===== src/rtl/lsu_if.sv =====
// LSU port bundle: pipeline request/response handshake plus the memory bus.
// The LSU connects through the slave modport; whatever drives requests and
// models the bus uses the master modport.
interface lsu_if #(
  parameter int ADDR_WIDTH  = 32,
  parameter int RADDR_WIDTH = 5
);
  // Pipeline request side
  logic                   req_valid_i;
  logic                   req_ready_o;
  logic [3:0]             req_op_i;
  logic                   req_we_i;
  logic [ADDR_WIDTH-1:0]  req_addr_i;
  logic [31:0]            req_wdata_i;
  logic [RADDR_WIDTH-1:0] req_rd_i;

  // Completion back to the pipeline
  logic                   rsp_valid_o;
  logic                   rsp_we_o;
  logic [RADDR_WIDTH-1:0] rsp_rd_o;
  logic [31:0]            rsp_rdata_o;
  logic                   rsp_misalign_o;
  logic                   rsp_buserr_o;
  logic                   stall_o;

  // Memory bus
  logic                   bus_valid_o;
  logic                   bus_ready_i;
  logic [ADDR_WIDTH-1:0]  bus_addr_o;
  logic                   bus_we_o;
  logic [3:0]             bus_be_o;
  logic [31:0]            bus_wdata_o;
  logic                   bus_rvalid_i;
  logic                   bus_err_i;
  logic [31:0]            bus_rdata_i;

  modport slave (
    input  req_valid_i, req_op_i, req_we_i, req_addr_i, req_wdata_i, req_rd_i,
    input  bus_ready_i, bus_rvalid_i, bus_err_i, bus_rdata_i,
    output req_ready_o,
    output rsp_valid_o, rsp_we_o, rsp_rd_o, rsp_rdata_o, rsp_misalign_o, rsp_buserr_o,
    output stall_o,
    output bus_valid_o, bus_addr_o, bus_we_o, bus_be_o, bus_wdata_o
  );

  modport master (
    output req_valid_i, req_op_i, req_we_i, req_addr_i, req_wdata_i, req_rd_i,
    output bus_ready_i, bus_rvalid_i, bus_err_i, bus_rdata_i,
    input  req_ready_o,
    input  rsp_valid_o, rsp_we_o, rsp_rd_o, rsp_rdata_o, rsp_misalign_o, rsp_buserr_o,
    input  stall_o,
    input  bus_valid_o, bus_addr_o, bus_we_o, bus_be_o, bus_wdata_o
  );
endinterface


===== src/rtl/lsu.sv =====
// Load/store unit: accepts one memory request at a time from the pipeline,
// issues a single word-aligned bus command (byte enables + lane-replicated
// store data), waits for the read/write response and returns a one-cycle
// completion with sign/zero-extended load data or an exception flag.
// Misaligned halfword/word accesses complete without touching the bus.
//
// Optional feature: define LSU_TIMEOUT_EN to add a 16-bit bus-wait counter;
// after TIMEOUT_CYCLES cycles in CMD/WAIT the access is forced to complete
// with rsp_buserr_o set. Without it the unit waits on the bus indefinitely.
module lsu #(
  parameter int ADDR_WIDTH     = 32,
  parameter int RADDR_WIDTH    = 5,
  parameter int TIMEOUT_CYCLES = 255
) (
  input  logic  clk_i,
  input  logic  rst_ni,
  lsu_if.slave  io
);

  // Operation encodings shared with the decoder.
  localparam logic [3:0] MEM_NOP = 4'd0;
  localparam logic [3:0] MEM_LB  = 4'd1;
  localparam logic [3:0] MEM_LH  = 4'd2;
  localparam logic [3:0] MEM_LW  = 4'd3;
  localparam logic [3:0] MEM_LBU = 4'd4;
  localparam logic [3:0] MEM_LHU = 4'd5;
  localparam logic [3:0] MEM_SB  = 4'd6;
  localparam logic [3:0] MEM_SH  = 4'd7;
  localparam logic [3:0] MEM_SW  = 4'd8;

  typedef enum logic [1:0] {
    IDLE = 2'd0,
    CMD  = 2'd1,
    WAIT = 2'd2,
    DONE = 2'd3
  } state_t;

  // A bad timeout value is a build error rather than a silent wrap.
  generate
    if ((TIMEOUT_CYCLES < 1) || (TIMEOUT_CYCLES > 65535)) begin : g_bad_timeout
      $error("lsu: TIMEOUT_CYCLES must be in 1..65535");
    end
  endgenerate

  // Halfword accesses need addr[0]=0, word accesses addr[1:0]=0.
  function automatic logic misaligned(input logic [3:0] op, input logic [1:0] a);
    case (op)
      MEM_LH, MEM_LHU, MEM_SH: return a[0];
      MEM_LW, MEM_SW:          return (a != 2'b00);
      default:                 return 1'b0;
    endcase
  endfunction

  // Byte lanes touched by the access; loads always read the whole word.
  function automatic logic [3:0] byte_enable(input logic [3:0] op, input logic [1:0] a);
    case (op)
      MEM_SB:  return 4'b0001 << a;
      MEM_SH:  return 4'b0011 << {a[1], 1'b0};
      default: return 4'b1111;
    endcase
  endfunction

  // Narrow stores are replicated into every lane so the bus needs no shifter.
  function automatic logic [31:0] lane_data(input logic [3:0] op, input logic [31:0] w);
    case (op)
      MEM_SB:  return {4{w[7:0]}};
      MEM_SH:  return {2{w[15:0]}};
      default: return w;
    endcase
  endfunction

  // Pull the addressed byte/halfword down to bit 0 and extend it.
  function automatic logic [31:0] load_extract(input logic [3:0] op, input logic [1:0] a,
                                               input logic [31:0] word);
    logic [31:0] sh;
    sh = word >> {a, 3'b000};
    case (op)
      MEM_LB:  return {{24{sh[7]}}, sh[7:0]};
      MEM_LBU: return {24'h0, sh[7:0]};
      MEM_LH:  return {{16{sh[15]}}, sh[15:0]};
      MEM_LHU: return {16'h0, sh[15:0]};
      default: return word;
    endcase
  endfunction

  state_t                 state_reg,    state_next;
  logic [3:0]             op_reg,       op_next;
  logic                   we_reg,       we_next;
  logic [ADDR_WIDTH-1:0]  addr_reg,     addr_next;
  logic [31:0]            wdata_reg,    wdata_next;
  logic [RADDR_WIDTH-1:0] rd_reg,       rd_next;
  logic [31:0]            rdata_reg,    rdata_next;
  logic                   misalign_reg, misalign_next;
  logic                   buserr_reg,   buserr_next;
  // Holds req_ready_o low while in reset and until the first edge after it.
  logic                   live_reg;

  logic                   req_ready;
  logic                   bus_valid;
  logic                   rsp_valid;
  logic                   rsp_we;

`ifdef LSU_TIMEOUT_EN
  localparam logic [15:0] TIMEOUT_LAST = 16'(TIMEOUT_CYCLES - 1);
  logic [15:0]            cnt_reg, cnt_next;
`endif

  // Next-state and datapath update for the IDLE/CMD/WAIT/DONE sequence.
  always_comb begin
    state_next    = state_reg;
    op_next       = op_reg;
    we_next       = we_reg;
    addr_next     = addr_reg;
    wdata_next    = wdata_reg;
    rd_next       = rd_reg;
    rdata_next    = rdata_reg;
    misalign_next = misalign_reg;
    buserr_next   = buserr_reg;
`ifdef LSU_TIMEOUT_EN
    cnt_next      = cnt_reg;
`endif
    req_ready     = 1'b0;
    bus_valid     = 1'b0;

    case (state_reg)
      IDLE: begin
        req_ready = live_reg;
        // A NOP is consumed here and produces no response.
        if (live_reg && io.req_valid_i && (io.req_op_i != MEM_NOP)) begin
          op_next       = io.req_op_i;
          we_next       = io.req_we_i;
          addr_next     = io.req_addr_i;
          wdata_next    = io.req_wdata_i;
          rd_next       = io.req_rd_i;
          rdata_next    = '0;
          buserr_next   = 1'b0;
          misalign_next = misaligned(io.req_op_i, io.req_addr_i[1:0]);
          state_next    = misalign_next ? DONE : CMD;
`ifdef LSU_TIMEOUT_EN
          cnt_next      = '0;
`endif
        end
      end

      CMD: begin
        bus_valid = 1'b1;
`ifdef LSU_TIMEOUT_EN
        cnt_next  = cnt_reg + 16'd1;
`endif
        if (io.bus_ready_i) begin
          state_next = WAIT;
`ifdef LSU_TIMEOUT_EN
        end else if (cnt_reg >= TIMEOUT_LAST) begin
          state_next  = DONE;
          buserr_next = 1'b1;
`endif
        end
      end

      WAIT: begin
`ifdef LSU_TIMEOUT_EN
        cnt_next = cnt_reg + 16'd1;
`endif
        if (io.bus_rvalid_i) begin
          state_next  = DONE;
          buserr_next = io.bus_err_i;
          rdata_next  = (io.bus_err_i || we_reg) ? '0
                                                 : load_extract(op_reg, addr_reg[1:0], io.bus_rdata_i);
`ifdef LSU_TIMEOUT_EN
        end else if (cnt_reg >= TIMEOUT_LAST) begin
          state_next  = DONE;
          buserr_next = 1'b1;
          rdata_next  = '0;
`endif
        end
      end

      DONE: begin
        state_next = IDLE;
      end

      default: begin
        state_next = IDLE;
      end
    endcase
  end

  // State and request/response registers; reset abandons any access in flight.
  always_ff @(posedge clk_i or negedge rst_ni) begin
    if (!rst_ni) begin
      state_reg    <= IDLE;
      op_reg       <= MEM_NOP;
      we_reg       <= 1'b0;
      addr_reg     <= '0;
      wdata_reg    <= '0;
      rd_reg       <= '0;
      rdata_reg    <= '0;
      misalign_reg <= 1'b0;
      buserr_reg   <= 1'b0;
      live_reg     <= 1'b0;
    end else begin
      state_reg    <= state_next;
      op_reg       <= op_next;
      we_reg       <= we_next;
      addr_reg     <= addr_next;
      wdata_reg    <= wdata_next;
      rd_reg       <= rd_next;
      rdata_reg    <= rdata_next;
      misalign_reg <= misalign_next;
      buserr_reg   <= buserr_next;
      live_reg     <= 1'b1;
    end
  end

`ifdef LSU_TIMEOUT_EN
  // Bus-wait counter, cleared when a command is launched.
  always_ff @(posedge clk_i or negedge rst_ni) begin
    if (!rst_ni) begin
      cnt_reg <= '0;
    end else begin
      cnt_reg <= cnt_next;
    end
  end
`endif

  assign rsp_valid = (state_reg == DONE);
  assign rsp_we    = rsp_valid && !we_reg && !misalign_reg && !buserr_reg;

  assign io.req_ready_o    = req_ready;
  assign io.stall_o        = (state_reg != IDLE);

  // Command fields are held from registers, so they stay stable until accepted.
  assign io.bus_valid_o    = bus_valid;
  assign io.bus_addr_o     = bus_valid ? {addr_reg[ADDR_WIDTH-1:2], 2'b00} : '0;
  assign io.bus_we_o       = bus_valid && we_reg;
  assign io.bus_be_o       = bus_valid ? byte_enable(op_reg, addr_reg[1:0]) : 4'b0000;
  assign io.bus_wdata_o    = bus_valid ? lane_data(op_reg, wdata_reg) : '0;

  assign io.rsp_valid_o    = rsp_valid;
  assign io.rsp_we_o       = rsp_we;
  assign io.rsp_rd_o       = rsp_valid ? rd_reg : '0;
  assign io.rsp_rdata_o    = rsp_we ? rdata_reg : '0;
  assign io.rsp_misalign_o = rsp_valid && misalign_reg;
  assign io.rsp_buserr_o   = rsp_valid && buserr_reg;

endmodule


===== src/flat_wrapper.sv =====
// flat-port wrapper written by rule: the top's interface ports become plain ports
module lsu_flat 
#(
  parameter int ADDR_WIDTH     = 32,
  parameter int RADDR_WIDTH    = 5,
  parameter int TIMEOUT_CYCLES = 255
)
  (clk_i, rst_ni, io_req_valid_i, io_req_op_i, io_req_we_i, io_req_addr_i, io_req_wdata_i, io_req_rd_i, io_bus_ready_i, io_bus_rvalid_i, io_bus_err_i, io_bus_rdata_i, io_req_ready_o, io_rsp_valid_o, io_rsp_we_o, io_rsp_rd_o, io_rsp_rdata_o, io_rsp_misalign_o, io_rsp_buserr_o, io_stall_o, io_bus_valid_o, io_bus_addr_o, io_bus_we_o, io_bus_be_o, io_bus_wdata_o);
  lsu_if #(.ADDR_WIDTH(ADDR_WIDTH), .RADDR_WIDTH(RADDR_WIDTH)) io_i ();
  input  logic clk_i;
  input  logic rst_ni;
  input wire logic [$bits(io_i.req_valid_i)-1:0] io_req_valid_i;
  input wire logic [$bits(io_i.req_op_i)-1:0] io_req_op_i;
  input wire logic [$bits(io_i.req_we_i)-1:0] io_req_we_i;
  input wire logic [$bits(io_i.req_addr_i)-1:0] io_req_addr_i;
  input wire logic [$bits(io_i.req_wdata_i)-1:0] io_req_wdata_i;
  input wire logic [$bits(io_i.req_rd_i)-1:0] io_req_rd_i;
  input wire logic [$bits(io_i.bus_ready_i)-1:0] io_bus_ready_i;
  input wire logic [$bits(io_i.bus_rvalid_i)-1:0] io_bus_rvalid_i;
  input wire logic [$bits(io_i.bus_err_i)-1:0] io_bus_err_i;
  input wire logic [$bits(io_i.bus_rdata_i)-1:0] io_bus_rdata_i;
  output wire logic [$bits(io_i.req_ready_o)-1:0] io_req_ready_o;
  output wire logic [$bits(io_i.rsp_valid_o)-1:0] io_rsp_valid_o;
  output wire logic [$bits(io_i.rsp_we_o)-1:0] io_rsp_we_o;
  output wire logic [$bits(io_i.rsp_rd_o)-1:0] io_rsp_rd_o;
  output wire logic [$bits(io_i.rsp_rdata_o)-1:0] io_rsp_rdata_o;
  output wire logic [$bits(io_i.rsp_misalign_o)-1:0] io_rsp_misalign_o;
  output wire logic [$bits(io_i.rsp_buserr_o)-1:0] io_rsp_buserr_o;
  output wire logic [$bits(io_i.stall_o)-1:0] io_stall_o;
  output wire logic [$bits(io_i.bus_valid_o)-1:0] io_bus_valid_o;
  output wire logic [$bits(io_i.bus_addr_o)-1:0] io_bus_addr_o;
  output wire logic [$bits(io_i.bus_we_o)-1:0] io_bus_we_o;
  output wire logic [$bits(io_i.bus_be_o)-1:0] io_bus_be_o;
  output wire logic [$bits(io_i.bus_wdata_o)-1:0] io_bus_wdata_o;
  assign io_i.req_valid_i = io_req_valid_i;
  assign io_i.req_op_i = io_req_op_i;
  assign io_i.req_we_i = io_req_we_i;
  assign io_i.req_addr_i = io_req_addr_i;
  assign io_i.req_wdata_i = io_req_wdata_i;
  assign io_i.req_rd_i = io_req_rd_i;
  assign io_i.bus_ready_i = io_bus_ready_i;
  assign io_i.bus_rvalid_i = io_bus_rvalid_i;
  assign io_i.bus_err_i = io_bus_err_i;
  assign io_i.bus_rdata_i = io_bus_rdata_i;
  assign io_req_ready_o = io_i.req_ready_o;
  assign io_rsp_valid_o = io_i.rsp_valid_o;
  assign io_rsp_we_o = io_i.rsp_we_o;
  assign io_rsp_rd_o = io_i.rsp_rd_o;
  assign io_rsp_rdata_o = io_i.rsp_rdata_o;
  assign io_rsp_misalign_o = io_i.rsp_misalign_o;
  assign io_rsp_buserr_o = io_i.rsp_buserr_o;
  assign io_stall_o = io_i.stall_o;
  assign io_bus_valid_o = io_i.bus_valid_o;
  assign io_bus_addr_o = io_i.bus_addr_o;
  assign io_bus_we_o = io_i.bus_we_o;
  assign io_bus_be_o = io_i.bus_be_o;
  assign io_bus_wdata_o = io_i.bus_wdata_o;
  lsu #(.ADDR_WIDTH(ADDR_WIDTH), .RADDR_WIDTH(RADDR_WIDTH), .TIMEOUT_CYCLES(TIMEOUT_CYCLES)) u_core (.clk_i(clk_i), .rst_ni(rst_ni), .io(io_i));
endmodule

===== config.mk =====
export PLATFORM = sky130hd
export DESIGN_NAME = lsu_flat
export DESIGN_NICKNAME = d
export VERILOG_FILES = /design/src/rtl/lsu_if.sv /design/src/rtl/lsu.sv /design/src/flat_wrapper.sv
export SDC_FILE = /design/constraint.sdc
export NUM_CORES = 1
export LEC_CHECK = 0
export BUFFER_PORTS_ARGS = -buffer_cell sky130_fd_sc_hd__buf_2
export CAP_MARGIN = 0
export CORE_MARGIN = 4
export CORE_UTILIZATION = 50
export DETAILED_ROUTE_END_ITERATION = 16
export GPL_TIMING_DRIVEN = 1
export HOLD_SLACK_MARGIN = 0.08
export PLACE_DENSITY = 0.81
export SLEW_MARGIN = 20
export SYNTH_ARGS = -nofsm -noshare
export SYNTH_HDL_FRONTEND = slang
export SYNTH_SLANG_ARGS = --single-unit

===== constraint.sdc =====
create_clock -name clk_i -period 2.3 [get_ports clk_i]
set_clock_uncertainty 0.05 [all_clocks]
set_input_delay 0.46 -clock clk_i [delete_from_list [all_inputs] [get_ports clk_i]]
set_output_delay 0.46 -clock clk_i [all_outputs]
set_load 0.05 [all_outputs]

==> metrics.md <==
| Metric | Value |
|---|---|
| Status | `finished with violations` |
| Failing checks | `negative setup slack` |
| PortBufs | `between 200 and 250` |
| Number of instances in the synthesized netlist | `between 500 and 600` |
| Crit. End Element | `primary output` |
| Ratio of final minimum period to clock period | `101%` |
| Final standard cell count with taps included and fillers excluded | `984` |
| Data arrival, critical path | `about 1.8 ns` |
| DIE WIDTH | `about 120 um` |
| Sw Pwr | `between 6 and 7 mW` |
| Worst slack after detailed placement | `~0.10 ns` |
| Wire length of the first global-routing pass | `around 29 mm` |
| Final setup margin | `-0.0270 ns` |
| Footprint of the flip-flops and latches | `2780 sq um` |
| Maxcap violations | `0` |
| Commonest non-fill, non-tap cells in the layout | `153 x sky130_fd_sc_hd__buf_2, 108 x sky130_fd_sc_hd__dfrtp_1, 75 x sky130_fd_sc_hd__mux2_2, 48 x sky130_fd_sc_hd__and2_1, 43 x sky130_fd_sc_hd__nand2_1` |
| Initial cell density of the core | `51.3%` |
| # nets final | `slightly above 900` |
| Number of flops mapped to enable cells by yosys | `0` |
| Number of remaining DRC errors | `0` |
| Cell area after technology mapping | `slightly above 6000 sq um` |
| Die area | `approximately 14000 sq um` |
| Depth of the critical timing path with buffers and inverters included | `6` |
| Die height | `roughly 120 um` |
| Antenna violation net count after detailed routing | `0` |
| Most common library cell in the layout ignoring fill and taps | `sky130_fd_sc_hd__buf_2` |
| Setup repair after global routing missed its margin | `true` |
| Fmax achieved | `430 MHz` |
| Hold Path Cell Cnt | `2` |
| Highest fanout seen on the critical path | `17` |
| Final estimated routing congestion in global placement | `0.905` |
| Total number of clock tree sinks | `roughly 110` |
| Finished layout cell area | `8830 sq um` |
| Root buffer cell | `sky130_fd_sc_hd__clkbuf_16` |
| Max-slew violation count | `0` |
| Clock tree from TritonCTS | `yes` |
| Slowest cell on crit path | `sky130_fd_sc_hd__dfrtp_1` |
| Leakage | `4.08 nW` |
| Fraction of layout cells with a size suffix above 1 | `just over 50%` |
| Dominant delay contributor by cell family on the critical path | `buffers and inverters` |
| Total area of multi-input combinational cells | `roughly 3600 sq um` |
| Fill cell total of the finished layout | `about 830` |
| Cell occurring most often along the worst timing path | `sky130_fd_sc_hd__buf_6` |
| Antenna violations before repair | `2` |
| Maximum number of pins on one net before global-route repair | `54` |
| Max_slew headroom | `between 50% and 60%` |
| Logic gate share of total power | `60.7%` |
| Setup violation total in the final timing report | `20` |
| Routed wire per std cell | `19.4 um` |
| Sequential element share of the synthesized area | `between 40% and 50%` |
| Power density over the cells | `1490 nW/um^2` |
| Core Area | `~12000 sq um` |
| Layout overhead on the synthesized area | `42.7%` |
| Portion of total power attributed to the clock network | `between 10% and 20%` |
| Worst VDD drop | `around 1100 uV` |
| Sum of buffers and inverters on the critical path | `3` |
| Worst hold path type | `in2reg` |
| Level count of the clock H-tree | `3` |
| Placed insts | `roughly 960` |
| Number of global-route vias before repair | `5671` |
| List of cells traversed by the critical path | `ha_2 > nor4b_4 > buf_6 > buf_12 > and2_2 > buf_6` |
| Final hold violations | `0` |
| Total placed instance area | `7950 sq um` |
| Req. time, crit path | `1.79 ns` |
| End-of-flow core utilization | `73.2%` |
| Residual overflow from global routing | `0` |
| Hpwl dp | `between 10 and 15 mm` |
| Transition at the pin with the smallest max-transition slack | `approximately 0.7 ns` |
| Clock transition at the registers of the reported paths | `about 0.08 ns` |
| Vias after detailed routing | `roughly 5600` |
| TritonCTS Buffers | `9` |
| Clock insertion delay at the later pin of the skew report | `about 0.35 ns` |
| Depth of the worst register-to-register path | `7` |
| Unique cell type count in the Yosys netlist | `51` |
| I/O pin cnt | `roughly 230` |
| Global-route usage over all layers | `~26%` |
| Sw Ratio | `48.9%` |
| Post-Synthesis Mean Instance Area | `10.5 sq um` |
| Share of async-settable or async-resettable flops after synthesis | `100%` |
| Flop pwr share | `a little over a quarter` |
| Pre-Repair DR Iteration Count | `5` |
| Fraction of post-synthesis cell area in the top cell type by area | `between 40 and 50%` |
| Slowest cell delay on critical path | `approximately 0.40 ns` |
| Std cell rows | `40` |
| Violation count after the first detailed-routing iteration | `roughly 440` |
| Number of buffers on the longest clock path | `2` |
| Critical path launch point type | `register` |
| Int Power | `between 6 and 7 mW` |
| Via/cell ratio | `5.66` |
| Kind of critical path | `reg2out` |
| Post-Route WL | `19.1 mm` |
| Crit path time final | `~2.3 ns` |
| Yosys warns | `0` |
| Cell taking the most area after synthesis | `sky130_fd_sc_hd__dfrtp_1` |
| Most used flip-flop cell after synthesis | `sky130_fd_sc_hd__dfrtp_1` |
| Total of flip-flops plus latches after synthesis | `around 110` |
| Biggest area contributors in the synthesized netlist | `sky130_fd_sc_hd__dfrtp_1 45%, sky130_fd_sc_hd__mux2_2 14%, sky130_fd_sc_hd__and2_1 8.0%, sky130_fd_sc_hd__mux2i_1 3.9%, sky130_fd_sc_hd__o21ai_0 3.6%` |
==> layer usage <==
metal	wire length (um)	vias to the layer above	part of all wire (%)	GRT usage (%)
li1	-	2531	-	-
met1	7020	2722	37	30.2
met2	9890	276	52	44.9
met3	1750	36	9.2	8.02
met4	405	2	2.1	8.83
met5	13	-	0.068	0
==> per-stage QoR <==
step | hold slack [ns] | power (mW) | TNS (ns)
floorplan | 0.114 | 9.18 | -1.15
global placement | 0.405 | 10.7 | 0
detailed placement | 0.415 | 10.9 | 0
CTS | 0.269 | 12.8 | -0.00198
global route | 0.264 | 13.8 | -2.36
finish | 0.281 | 13.1 | -0.187
==> power by group through the flow <==
stage               clock network [mW]  registers (mW)  logic (mW)
floorplan                            0            3.27        5.91
detailed placement                   0            3.55        7.37
global route                      1.75            3.64        8.43
finish                            1.62            3.55        7.97
global placement                     0            3.48        7.20
CTS                               1.66            3.51        7.66
==> final timing paths <==
path / startpoint / to / slack (ns)
max: u_core.state_reg[1] / io_rsp_rdata_o[26] / -0.03
max in group asynchronous: rst_ni / u_core.wdata_reg[11] / 0.95
min: io_req_addr_i[6] / u_core.addr_reg[6] / 0.28
max reg2reg: u_core.state_reg[0] / u_core.addr_reg[19] / 0.08
min reg2reg: u_core.rdata_reg[27] / u_core.rdata_reg[27] / 0.43
min in group asynchronous: rst_ni / u_core.rdata_reg[2] / 0.59
==> synth_stat cells, types with 7 or more instances <==
cell type                     n
sky130_fd_sc_hd__dfrtp_1    111
sky130_fd_sc_hd__inv_1        8
sky130_fd_sc_hd__and2_1      79
sky130_fd_sc_hd__a22o_1       9
sky130_fd_sc_hd__a221o_1      9
sky130_fd_sc_hd__buf_2        8
sky130_fd_sc_hd__a21oi_1     22
sky130_fd_sc_hd__nor2_1      22
sky130_fd_sc_hd__o21a_1       7
sky130_fd_sc_hd__mux2i_1     24
sky130_fd_sc_hd__a211oi_1     9
sky130_fd_sc_hd__o21ai_0     44
sky130_fd_sc_hd__mux2_2      75
sky130_fd_sc_hd__a2111oi_0    7
sky130_fd_sc_hd__nand2_1     43
sky130_fd_sc_hd__nand3_1      7
sky130_fd_sc_hd__o2bb2ai_1   10
sky130_fd_sc_hd__clkbuf_1    29
sky130_fd_sc_hd__o21bai_1     9
sky130_fd_sc_hd__a32o_1       7
==> cell families after synthesis <==
logic type	after synthesis	synth area share [%]
AO/OA/AOI/OAI	144	16.3
flip-flops	111	44.9
other	2	0.121
buffers and inverters	58	4.73
AND/OR/NAND/NOR	172	15.0
adder cells (fa/ha/maj)	5	1.01
multiplexers	100	17.9
==> repair_timing <==
item	in CTS	in global routing
resized for setup	95	88
hold buffers	1	0
endpoints found under the hold margin	34	0
endpoints found under the setup margin	99	127
setup buffers	2	3
pin swaps	1	1
cloned	1	0
==> final cells by class <==
class,instances,area share (%)
multi-input combinational,424,40.2
sequential,111,31.5
timing repair buffer,257,22.1
clock buffer,10,2.71
tap,168,2.38
clock inverter,5,0.723
inverter,8,0.340
antenna,1,0.0283
(Power assumes the default switching activity.)
